## src/rtl/m_mem_ctrl_pkg.sv

```systemverilog
// Shared encodings for the M-stage data-memory controller: access sizes, FSM states, default bus timeout.
// Pure declarations; no latency or backpressure of its own.
package m_mem_ctrl_pkg;

    localparam logic [1:0] SZ_WORD = 2'b00;
    localparam logic [1:0] SZ_HALF = 2'b01;
    localparam logic [1:0] SZ_BYTE = 2'b10;

    localparam int TIMEOUT_DEF = 255;

    typedef enum logic [1:0] {
        ST_IDLE = 2'd0,
        ST_BUS  = 2'd1,
        ST_DONE = 2'd2
    } state_t;

endpackage

```

## src/rtl/m_mem_ctrl_be_gen.sv

```systemverilog
// Byte-enable, store-lane replication and alignment check for one access; purely combinational.
// Zero latency, no backpressure; size 11 is handled as a word.
module m_be_gen
    import m_mem_ctrl_pkg::*;
(
    input  logic [1:0]  size,
    input  logic [1:0]  addr_lo,
    input  logic [31:0] wdata,
    output logic [3:0]  be,
    output logic [31:0] wdata_rep,
    output logic        misaligned
);

    always_comb begin
        be         = 4'b1111;
        wdata_rep  = wdata;
        misaligned = (addr_lo != 2'b00);
        case (size)
            SZ_HALF: begin
                be         = addr_lo[1] ? 4'b1100 : 4'b0011;
                wdata_rep  = {2{wdata[15:0]}};
                misaligned = addr_lo[0];
            end
            SZ_BYTE: begin
                be         = 4'b0001 << addr_lo;
                wdata_rep  = {4{wdata[7:0]}};
                misaligned = 1'b0;
            end
            default: ;
        endcase
    end

endmodule

```

## src/rtl/m_mem_ctrl.sv

```systemverilog
// M-stage load/store controller: one ready/ack bus transaction per aligned request, with timeout.
// Latency min 3 cycles (IDLE, BUS, DONE); stall held high from request acceptance until DONE.
module m_mem_ctrl
    import m_mem_ctrl_pkg::*;
#(
    parameter int TIMEOUT = TIMEOUT_DEF,
    parameter int CNT_W   = 8
) (
    input  logic        clk,
    input  logic        reset,
    input  logic        req_valid,
    input  logic        req_we,
    input  logic [1:0]  req_size,
    input  logic [31:0] addr,
    input  logic [31:0] wdata,
    output logic        stall,
    output logic [31:0] rdata,
    output logic        rdata_valid,
    output logic        exc_adel,
    output logic        exc_ades,
    output logic        exc_bus,
    output logic        bus_req,
    output logic        bus_we,
    output logic [31:0] bus_addr,
    output logic [3:0]  bus_be,
    output logic [31:0] bus_wdata,
    input  logic        bus_ack,
    input  logic [31:0] bus_rdata
);

    localparam logic [CNT_W-1:0] CNT_LAST = CNT_W'(TIMEOUT - 1);

    state_t           state_q, state_d;
    logic [CNT_W-1:0] cnt_q;
    logic             err_q;
    logic [3:0]       be;
    logic [31:0]      wdata_rep;
    logic             misaligned;
    logic             start, ack_hit, to_hit;

    m_be_gen u_be_gen (
        .size       (req_size),
        .addr_lo    (addr[1:0]),
        .wdata      (wdata),
        .be         (be),
        .wdata_rep  (wdata_rep),
        .misaligned (misaligned)
    );

    always_ff @(posedge clk) begin
        if (reset) state_q <= ST_IDLE;
        else       state_q <= state_d;
    end

    always_comb begin
        state_d = state_q;
        stall   = 1'b0;
        start   = 1'b0;
        ack_hit = 1'b0;
        to_hit  = 1'b0;
        case (state_q)
            ST_IDLE: begin
                if (req_valid && !misaligned) begin
                    state_d = ST_BUS;
                    stall   = 1'b1;
                    start   = 1'b1;
                end
            end
            ST_BUS: begin
                stall = 1'b1;
                // An ack arriving on the final counted cycle still completes cleanly.
                if (bus_ack) begin
                    ack_hit = 1'b1;
                    state_d = ST_DONE;
                end else if (cnt_q == CNT_LAST) begin
                    to_hit  = 1'b1;
                    state_d = ST_DONE;
                end
            end
            ST_DONE: state_d = ST_IDLE;
            default: state_d = ST_IDLE;
        endcase
    end

    always_ff @(posedge clk) begin
        if (reset) begin
            cnt_q     <= '0;
            err_q     <= 1'b0;
            rdata     <= '0;
            bus_req   <= 1'b0;
            bus_we    <= 1'b0;
            bus_addr  <= '0;
            bus_be    <= '0;
            bus_wdata <= '0;
        end else begin
            if (start) begin
                bus_req   <= 1'b1;
                bus_we    <= req_we;
                bus_addr  <= {addr[31:2], 2'b00};
                bus_be    <= req_we ? be : 4'b1111;
                bus_wdata <= wdata_rep;
                cnt_q     <= '0;
                err_q     <= 1'b0;
            end
            if (state_q == ST_BUS) cnt_q <= cnt_q + CNT_W'(1);
            if (ack_hit) begin
                bus_req <= 1'b0;
                rdata   <= bus_rdata;
            end
            if (to_hit) begin
                bus_req <= 1'b0;
                rdata   <= '0;
                err_q   <= 1'b1;
            end
        end
    end

    assign rdata_valid = (state_q == ST_DONE) && !bus_we && !err_q;
    assign exc_bus     = (state_q == ST_DONE) && err_q;
    assign exc_adel    = (state_q == ST_IDLE) && req_valid && misaligned && !req_we;
    assign exc_ades    = (state_q == ST_IDLE) && req_valid && misaligned && req_we;

endmodule

```

## config.mk

```make
export PLATFORM = sky130hd
export DESIGN_NAME = m_mem_ctrl
export DESIGN_NICKNAME = d
export VERILOG_FILES = /design/src/rtl/m_mem_ctrl_pkg.sv /design/src/rtl/m_mem_ctrl_be_gen.sv /design/src/rtl/m_mem_ctrl.sv
export SDC_FILE = /design/constraint.sdc
export NUM_CORES = 1
export LEC_CHECK = 0
export ABC_CLOCK_PERIOD_IN_PS = 1560
export BUFFER_PORTS_ARGS = -buffer_cell sky130_fd_sc_hd__buf_2
export CAP_MARGIN = 5
export CORE_AREA = 2 2 107 109
export DETAILED_ROUTE_END_ITERATION = 10
export DIE_AREA = 0 0 109 111
export GPL_ROUTABILITY_DRIVEN = 0
export PLACE_DENSITY_LB_ADDON = 0.2
export SLEW_MARGIN = 15
export SYNTH_ARGS = -nofsm -noshare
export SYNTH_HDL_FRONTEND = slang
export SYNTH_SLANG_ARGS = --single-unit
```

## constraint.sdc

```tcl
create_clock -name clk -period 1.56 [get_ports clk]
set_input_delay 0.234 -clock clk [delete_from_list [all_inputs] [get_ports clk]]
set_output_delay 0.234 -clock clk [all_outputs]
set_load 0.1 [all_outputs]
```

======== Word level (Yosys, flattened, before mapping) ========
Cells that the tools add are included.
storage, ports and cells
  memories kept ........................... 0
  latch bits .............................. 0
  memory bits (read-only) ................. 0
  logic and storage cells ................. 58
  input bits .............................. 103
  RAM bits ................................ 0
  flip-flop bits (word level) ............. 111
operators by class
  equality and inequality tests ........... 7
  bitwise gates (word level) .............. 0
  reduce and logical (&&, ||, !) cells .... 19
  magnitude comparators ................... 0
  divide/modulo/power cells ............... 0
  shift-type cells ........................ 1
  $mul .................................... 0
  mux-type cells .......................... 21
  add/sub/neg operators ................... 1
operator list
  kind                                                               number
  32-bit case mux with 2 select lines                                1
  8-bit 2-to-1 mux                                                   2
  1-bit 2-to-1 mux                                                   9
  8-bit by 1-bit adder with 8-bit output, second input constant      1
  8-bit == test, second input constant                               1
  1-bit logical AND                                                  8
  4-bit 2-to-1 mux                                                   2
  4-bit case mux with 2 select lines                                 1
  2-bit 2-to-1 mux                                                   3
  2-bit nonzero test                                                 3
  2-bit by 1-bit == test with 1-bit output, second input constant    2
  2-bit == test, second input constant                               2
  1-bit zero test                                                    4
  1-bit case mux with 2 select lines                                 2
  2-bit case mux with 2 select lines                                 1
  1-bit by 2-bit << shifter with 4-bit output, first input constant  1
  3-bit != test, second input constant                               1
  3-bit OR reduction                                                 1
  2-bit zero test                                                    1
  2-bit != test, second input constant                               1
  2-bit AND reduction                                                1
  2-bit OR reduction                                                 1

======== Depth between registers and ports, before layout ========
Gate-level depths: netlist of the first run.
  word-level depth ........................ 8
  mapped depth ............................ 9

======== Hierarchy ========
From an unflattened synthesis of the first run, not the netlist that was laid out.
second synthesis, totals
  cells, all modules ...................... 606
  area, all modules ....................... 4625.7 um^2
modules (own cells, without submodules)
  module      cells each  instances  area each (um^2)
  m_mem_ctrl  513         1          4055.1
  m_be_gen    93          1          570.5

======== Worst setup path before layout of the first run ========
No wires, ideal clock.
  path type ............................... register to output
  start ................................... register bus_we
  end ..................................... output rdata_valid
  path buffers ............................ 0
  cell stages (with the launch flop) ...... 2
  data required time ...................... 1.326 ns
  arrival time ............................ 3.889 ns
  setup slack ............................. -2.563 ns
  cell sequence ........................... dfxtp_1 nor4b_1
between the ends
  longest elaborated chain between the ends .. 3
ends and longest elaborated chain
  element                         line               text
  start, declared                 m_mem_ctrl.sv:23   output logic bus_we,
  start signal, assigned          m_mem_ctrl.sv:98   bus_we <= req_we;
  1-bit zero test                 m_mem_ctrl.sv:118  assign rdata_valid = (state_q == ST_DONE) && !bus_we && !err_q;
  1-bit logical AND (2 in a row)  m_mem_ctrl.sv:118
  end, declared                   m_mem_ctrl.sv:18   output logic rdata_valid,
Every way passes these cells.

======== Worst setup path in the final report of the first run ========
  start ................................... register state_q[0]
  end ..................................... output exc_ades
between the ends
  longest elaborated chain between the ends .. 4
ends and longest elaborated chain
  element                         line               text
  start, declared                 m_mem_ctrl.sv:33   state_t state_q, state_d;
  start signal, assigned          m_mem_ctrl.sv:52   else state_q <= state_d;
  2-bit zero test                 m_mem_ctrl.sv:121  assign exc_ades = (state_q == ST_IDLE) && req_valid && misaligned && req_we;
  1-bit logical AND (3 in a row)  m_mem_ctrl.sv:121
  end, declared                   m_mem_ctrl.sv:20   output logic exc_ades,
Every way passes these cells.

==> impl_metrics.ini, run 1 <==
[run_status]
status = complete, but fails checks
violations = setup timing

[drt]
dr.pass1.iters = 4
first_iter_violations = 323
viasPerCell = 5.01
route.detailed.drc = 0
wl_per_cell_microns = 14.7
drtAntennaViolNets = 0
num_vias = 4779
routed_wl_microns = 14100

[clocking]
tritoncts = built
h-tree-depth = 3
numCtsBuffers = 9
clk_pin_slew_ns = 0.07
cts.sinks = 111
cts_hold_buf = 0
root_buffer = clkbuf_16
ctsLongestPathBuffers = 2
clk_latency_ns = 0.35

[synthesis]
synth_area_leaders = dfxtp_1, nand2_1, a21oi_1
netlist_instances = 580
yosysTopAreaCell = dfxtp_1
yosys.area.top_type_share_pct = 49.8
synthArstFlopShare_pct = 0
yosysMostFrequentCell = nand2_1
synth_area_per_cell_sq_um = 7.69
synth_top_flop_cell = dfxtp_1
ys_ff_latch = 111
synth_seq_area_share_pct = 49.8
syn_area_sq_um = 4460
synth_common_cells = nand2_1, dfxtp_1, a21oi_1
synth.distinct_cells = 39
synth_edf_count = 0
ys_warn_count = 0

[critical_path]
crit_family = simple AND/OR/NAND/NOR gates
r2r_start = state_q[0]
critPathArrivalTime_ns = 1.45
cp.required_ns = 1.33
critPathKind = flip-flop to primary output
crit_cells = 4
worstSetupStartpointType = flip-flop
critPathMaxFanout = 4
crit_end = exc_ades
rr_endpoint = bus_wdata[18]
end_kind = primary output
cp_num_buf_inv = 2
cp-startpoint = state_q[0]
worst_path_largest_cell_delay_ns = 0.36
reg2reg_depth = 6
reg2reg_slack_ns = 0
path_cells = nor3b_4, buf_6, and3_4, buf_12
slowest_stage = dfxtp_4

[sta]
post-route-period-util_pct = 108
drv_slew = 0
setup_violations = 5
worst_slew_pin_slew_ns = 0.513
rsz0062_at_grt = true
slew_headroom_pct = 66.0
fin_crit_ns = 1.68
max_freq_ghz = 0.594
hold_viol = 0
skew_ns = 0.00956
setup_slack_ns = -0.122

[floorplanning]
core-area_sq_um = 11100
die_h_microns = 111
initial_core_util_pct = 40.3
ios = 210
die-area_sq_um = 12100
row_count = 39
dieWidth_microns = 109

[layout]
final_nets = 913
finish.instance_area_sq_um = 6720
multiInputGateArea_sq_um = 2090
fin_cells = 954
layout-drive-gt1-share_pct = 38.3
ff_latch_area_sq_um = 2240
antennaDiodeCount = 0
area_growth_pct = 50.6
final_core_util_pct = 60.7
nFillCells = 997

[pwr]
p_total_mw = 8.15
irDropWorstVdd_mv = 0.806
p_int_mw = 5.24
power_leakage_nw = 3.08
power_density_nw_per_um2 = 1210
p_switching_mw = 2.91
swShare_pct = 35.7
p_seq_share_pct = 37.7
p_comb_share_pct = 30.0
clockPowerShare_pct = 32.3

[job]
max_cap_viol_count = 0

[placement]
portBuffers = 207
dpl_cell_area_sq_um = 5950
dp.cells = 923
dp_slack_ns = -0.179
hpwl_microns = 9490

[grt]
grt_pass1_wl_microns = 20000
antenna_found_initial = 0
grt_pass1_vias = 4306
grt_max_degree = 34
track_usage_pct = 20.8
gr-total-overflow = 0

[min_path]
whs_path_depth = 3
hold_class = input pin to flip-flop
==> per-stage QoR <==
stage          hold WS, ns  TNS, ns
2_1_floorplan        0.360   -0.237
3_3_place_gp         0.437    -5.11
3_5_place_dp         0.442    -8.24
4_1_cts              0.106   -0.461
5_1_grt              0.115    -3.17
6_report             0.119   -0.373
==> repair_timing <==
action,4_1_cts,5_1_grt
pin swaps,9,11
resized for setup,16,33
setup endpoints to repair,47,105
buffers inserted,4,3
gates cloned,0,8
==> routing by layer <==
metal	track usage, %	routed length [microns]	up-vias
li1	-	-	2381
met1	23.7	5500	2198
met2	35.3	7130	172
met3	5.88	1050	28
met4	9.74	387	0
met5	0	0	-
==> cells in the final DEF (no fill, tap or decap), types with 2 or more instances in the layout <==
cell type and instances:
dfxtp_1 106, clkbuf_16 15, nor2b_1 2, buf_4 31, nor2_1 21, ha_1 3
bufinv_16 3, a21oi_1 101, inv_1 20, and3b_1 2, a211oi_1 4, dfxtp_4 3
buf_2 202, conb_1 2, or3_1 2, buf_12 14, nand3_1 3, o21ai_0 6
nand2_4 3, a41oi_1 2, a21oi_2 9, buf_6 6, nand3b_1 8, a311oi_1 11
nand2_1 187, dfxtp_2 2, a221oi_1 8, buf_8 3, nand2_2 2
==> sequential cells by signal, summed over array words and instances, names as in the netlist <==
register	cells
rdata	32
bus_be	4
state_q	2
cnt_q	8
bus_we	1
bus_req	1
bus_addr	30
err_q	1
bus_wdata	32
==> power groups by stage <==
stage / clock network [mW] / registers [mW] / logic (mW)
2_1_floorplan: 0 / 4.24 / 0.597
3_3_place_gp: 0 / 3.13 / 2.25
3_5_place_dp: 0 / 3.14 / 2.27
4_1_cts: 2.70 / 3.07 / 2.32
5_1_grt: 2.80 / 3.09 / 2.57
6_report: 2.63 / 3.07 / 2.45
==> how the worst min path moves through the flow <==
stage / slack (ns) / startpoint / to
final: 0.12 / addr[20] / bus_addr[20]
after global routing: 0.11 / addr[21] / bus_addr[21]
after CTS: 0.11 / addr[20] / bus_addr[20]
after detailed placement: 0.44 / bus_wdata[27] / bus_wdata[27]
after global placement: 0.44 / bus_wdata[24] / bus_wdata[24]
after floorplan: 0.36 / req_we / bus_we
==> cell families (layout without fill, tap and decap cells) <==
kind of cell | Yosys count | count (layout) | synth area share [%]
AND/OR/NAND/NOR | 247 | 247 | 23.0
other | 1 | 2 | 0.0840
flip-flops | 111 | 111 | 49.8
AO/OA/AOI/OAI | 148 | 148 | 19.0
buffers and inverters | 69 | 299 | 7.01
adder cells (fa/ha/maj) | 4 | 4 | 1.12
==> worst register-to-register path, stage by stage (launching register included) <==
cell	delay [ns]
dfxtp_4	0.36
nor3b_4	0.24
buf_6	0.15
and3_2	0.23
buf_12	0.17
nor2_1	0.05
a311oi_1	0.27
==> layout make-up <==
cell class | count | area share [%]
flip-flops and latches | 111 | 33.3
clock buffers | 11 | 3.61
multi-input cells | 401 | 31.1
well taps | 143 | 2.66
repair buffers | 262 | 26.6
clock inverters | 5 | 1.55
inverters | 21 | 1.17
No activity file was read; power rests on OpenSTA's default activity.
==> run 2: changes to the inputs <==
--- a/config.mk
+++ b/config.mk
@@ -5,12 +5,13 @@
 export SDC_FILE = /design/constraint.sdc
 export NUM_CORES = 1
 export LEC_CHECK = 0
+export ABC_AREA = 1
 export ABC_CLOCK_PERIOD_IN_PS = 1560
 export BUFFER_PORTS_ARGS = -buffer_cell sky130_fd_sc_hd__buf_2
 export CAP_MARGIN = 5
-export CORE_AREA = 2 2 107 109
+export CORE_AREA = 2 2 109 111
 export DETAILED_ROUTE_END_ITERATION = 10
-export DIE_AREA = 0 0 109 111
+export DIE_AREA = 0 0 111 113
 export GPL_ROUTABILITY_DRIVEN = 0
 export PLACE_DENSITY_LB_ADDON = 0.2
 export SLEW_MARGIN = 15
==> impl_metrics.ini, run 2 <==
[run_status]
status = complete, but fails checks
violations = setup timing

[pwr]
swShare_pct = 40.3
power_leakage_nw = 3.08
p_switching_mw = 3.40
irDropWorstVdd_mv = 1.04
power_density_nw_per_um2 = 1300
p_comb_share_pct = 34.6
p_total_mw = 8.44
p_int_mw = 5.04
clockPowerShare_pct = 28.0
p_seq_share_pct = 37.4

[drt]
route.detailed.drc = 0
num_vias = 4960
viasPerCell = 5.02
drtAntennaViolNets = 0
dr.pass1.iters = 4
routed_wl_microns = 14000
first_iter_violations = 276
wl_per_cell_microns = 14.2

[synthesis]
ys_warn_count = 0
synth_area_per_cell_sq_um = 7.33
synth_seq_area_share_pct = 47.8
yosys.area.top_type_share_pct = 47.8
synth_mux_area_share_pct = 0
synthSimpleGateAreaFrac_pct = 29.6
netlist_instances = 634
synth_edf_count = 0
synth_common_cells = nor2_1, dfxtp_1, nand2_1
synthAdderAreaFrac_pct = 1.08
syn_area_sq_um = 4650
synth.distinct_cells = 28
yosysMostFrequentCell = nor2_1
synth_area_leaders = dfxtp_1, nor2_1, nand2_1
synth_top_family_by_area = simple AND/OR/NAND/NOR gates
yosysTopAreaCell = dfxtp_1
synthArstFlopShare_pct = 0
ys_ff_latch = 111
synth_compound_area_share_pct = 13.5
synth_top_flop_cell = dfxtp_1
synth-xor-area-share_pct = 0

[layout]
top_regs = bus_wdata (32), rdata (32), bus_addr (30)
nFillCells = 1057
layout_common_cells = buf_2, nor2_1, dfxtp_1, nand2_1, nand3_1
antennaDiodeCount = 0
area_growth_pct = 40.0
mostFrequentLayoutCell = buf_2
layout-drive-gt1-share_pct = 33.1
fin_cells = 988
final_nets = 947

[grt]
grt_max_degree = 54
grt_pass1_vias = 4571
track_usage_pct = 20.9
antenna_found_initial = 1
grt_pass1_wl_microns = 21500
gr-total-overflow = 0

[floorplanning]
row_count = 39
dieWidth_microns = 111
core-area_sq_um = 11300
ios = 210
initial_core_util_pct = 41.2
die-area_sq_um = 12500
die_h_microns = 113

[sta]
setup_slack_ns = -0.0710
worst_slew_pin_slew_ns = 0.587
fin_crit_ns = 1.63
skew_ns = 0.00678
rsz0062_at_grt = true
setup_violations = 10
finalSetupTns_ns = -0.199
drv_slew = 0
post-route-period-util_pct = 105
max_freq_ghz = 0.613
holdWs_ns = 0.113
slew_headroom_pct = 60.7
hold_viol = 0

[clocking]
root_buffer = clkbuf_16
h-tree-depth = 3
tritoncts = built
ctsLongestPathBuffers = 2
clk_latency_ns = 0.35
clk_pin_slew_ns = 0.07
cts.sinks = 111
numCtsBuffers = 9

[placement]
hpwl_microns = 9600
portBuffers = 207
dp.cells = 960

[critical_path]
reg2reg_slack_ns = -0.02
crit_family = buffers and inverters
end_kind = primary output
critPathKind = flip-flop to primary output
cp_num_buf_inv = 3
worst_path_largest_cell_delay_ns = 0.34
cp.required_ns = 1.33
critPathArrivalTime_ns = 1.40
crit_cells = 7
rr_endpoint = bus_wdata[4]
r2r_start = state_q[1]
path_cells = inv_2, nand2_2, nor2_4, nand3_4, buf_12, nand2_8, buf_12
worstSetupStartpointType = flip-flop
slowest_stage = dfxtp_2
critPathMostFrequentCell = buf_12
reg2reg_depth = 10
critPathMaxFanout = 3

[min_path]
whs_path_depth = 3
min_to = bus_addr[8]
hold_class = input pin to flip-flop
holdCritStartpoint = addr[8]

[job]
max_cap_viol_count = 0
-- run 2: changes by cell type after synthesis, sizes merged, moves of 3 or more --
cell / change
buf: +4
a211oi: -4
clkbuf: -9
a221oi: -8
nand3b: -8
inv: +3
nand3: +66
o21ai: +66
nor2: +118
a311oi: -12
a21oi: -61
nand2: -85
-- run 2: metrics by stage --
step                instance area (sq um)  setup slack, ns  util, %
floorplan                            4730           -0.163        -
global placement                     5940          -0.0839     52.7
detailed placement                   5940          -0.0641     52.7
CTS                                  6350           -0.107     56.4
global route                         6500           -0.149     57.7
finish                               6500          -0.0710     57.7
-- run 2: metal layers --
metal | part of all wire [%] | GRT usage (%)
met1 | 42 | 25.7
met2 | 48 | 34.9
met3 | 8.2 | 5.84
met4 | 2.5 | 8.50
met5 | 0.093 | 0
-- run 2: power groups by stage --
stage | clock network [mW] | registers [mW] | logic [mW]
2_1_floorplan | 0 | 4.66 | 0.753
3_3_place_gp | 0 | 3.21 | 2.73
3_5_place_dp | 0 | 3.22 | 2.74
4_1_cts | 2.43 | 3.15 | 2.81
5_1_grt | 2.53 | 3.18 | 3.07
6_report | 2.37 | 3.15 | 2.92
-- run 2: how the worst max path moves through the flow --
stage	startpoint	end
final	state_q[1]	stall
after global routing	state_q[1]	stall
after CTS	state_q[1]	stall
after detailed placement	req_size[1]	bus_wdata[24]
after global placement	req_size[1]	bus_wdata[24]
after floorplan	state_q[1]	rdata_valid
-- run 2: cell type report --
| cell class | instances | area [sq um] | share of cell area, % |
|---|---|---|---|
| multi-input cells | 457 | 2150 | 33.0 |
| clock inverters | 4 | 51.3 | 0.789 |
| inverters | 24 | 110 | 1.69 |
| well taps | 143 | 179 | 2.75 |
| clock buffers | 12 | 256 | 3.94 |
| flip-flops and latches | 111 | 2230 | 34.3 |
| repair buffers | 237 | 1530 | 23.5 |
-- run 2: tightest hold or removal path, cell delays in order --
cell,delay (ns)
buf_2,0.07
o21ai_1,0.05
nor2_1,0.07
-- run 2: cell families (layout without fill, tap and decap cells) --
| group | after synthesis | after routing |
|---|---|---|
| adder cells (fa/ha/maj) | 4 | 4 |
| flip-flops | 111 | 111 |
| AO/OA/AOI/OAI | 124 | 124 |
| AND/OR/NAND/NOR | 327 | 327 |
| buffers and inverters | 67 | 277 |
| other | 1 | 2 |
-- run 2: timing repair --
action                                  4_1_cts  5_1_grt
pin swaps                                     2        1
resized for setup                             6       42
setup buffers                                 6        0
endpoints found under the setup margin        3       67
cloned                                        1        5
hold buffers                                  0        0
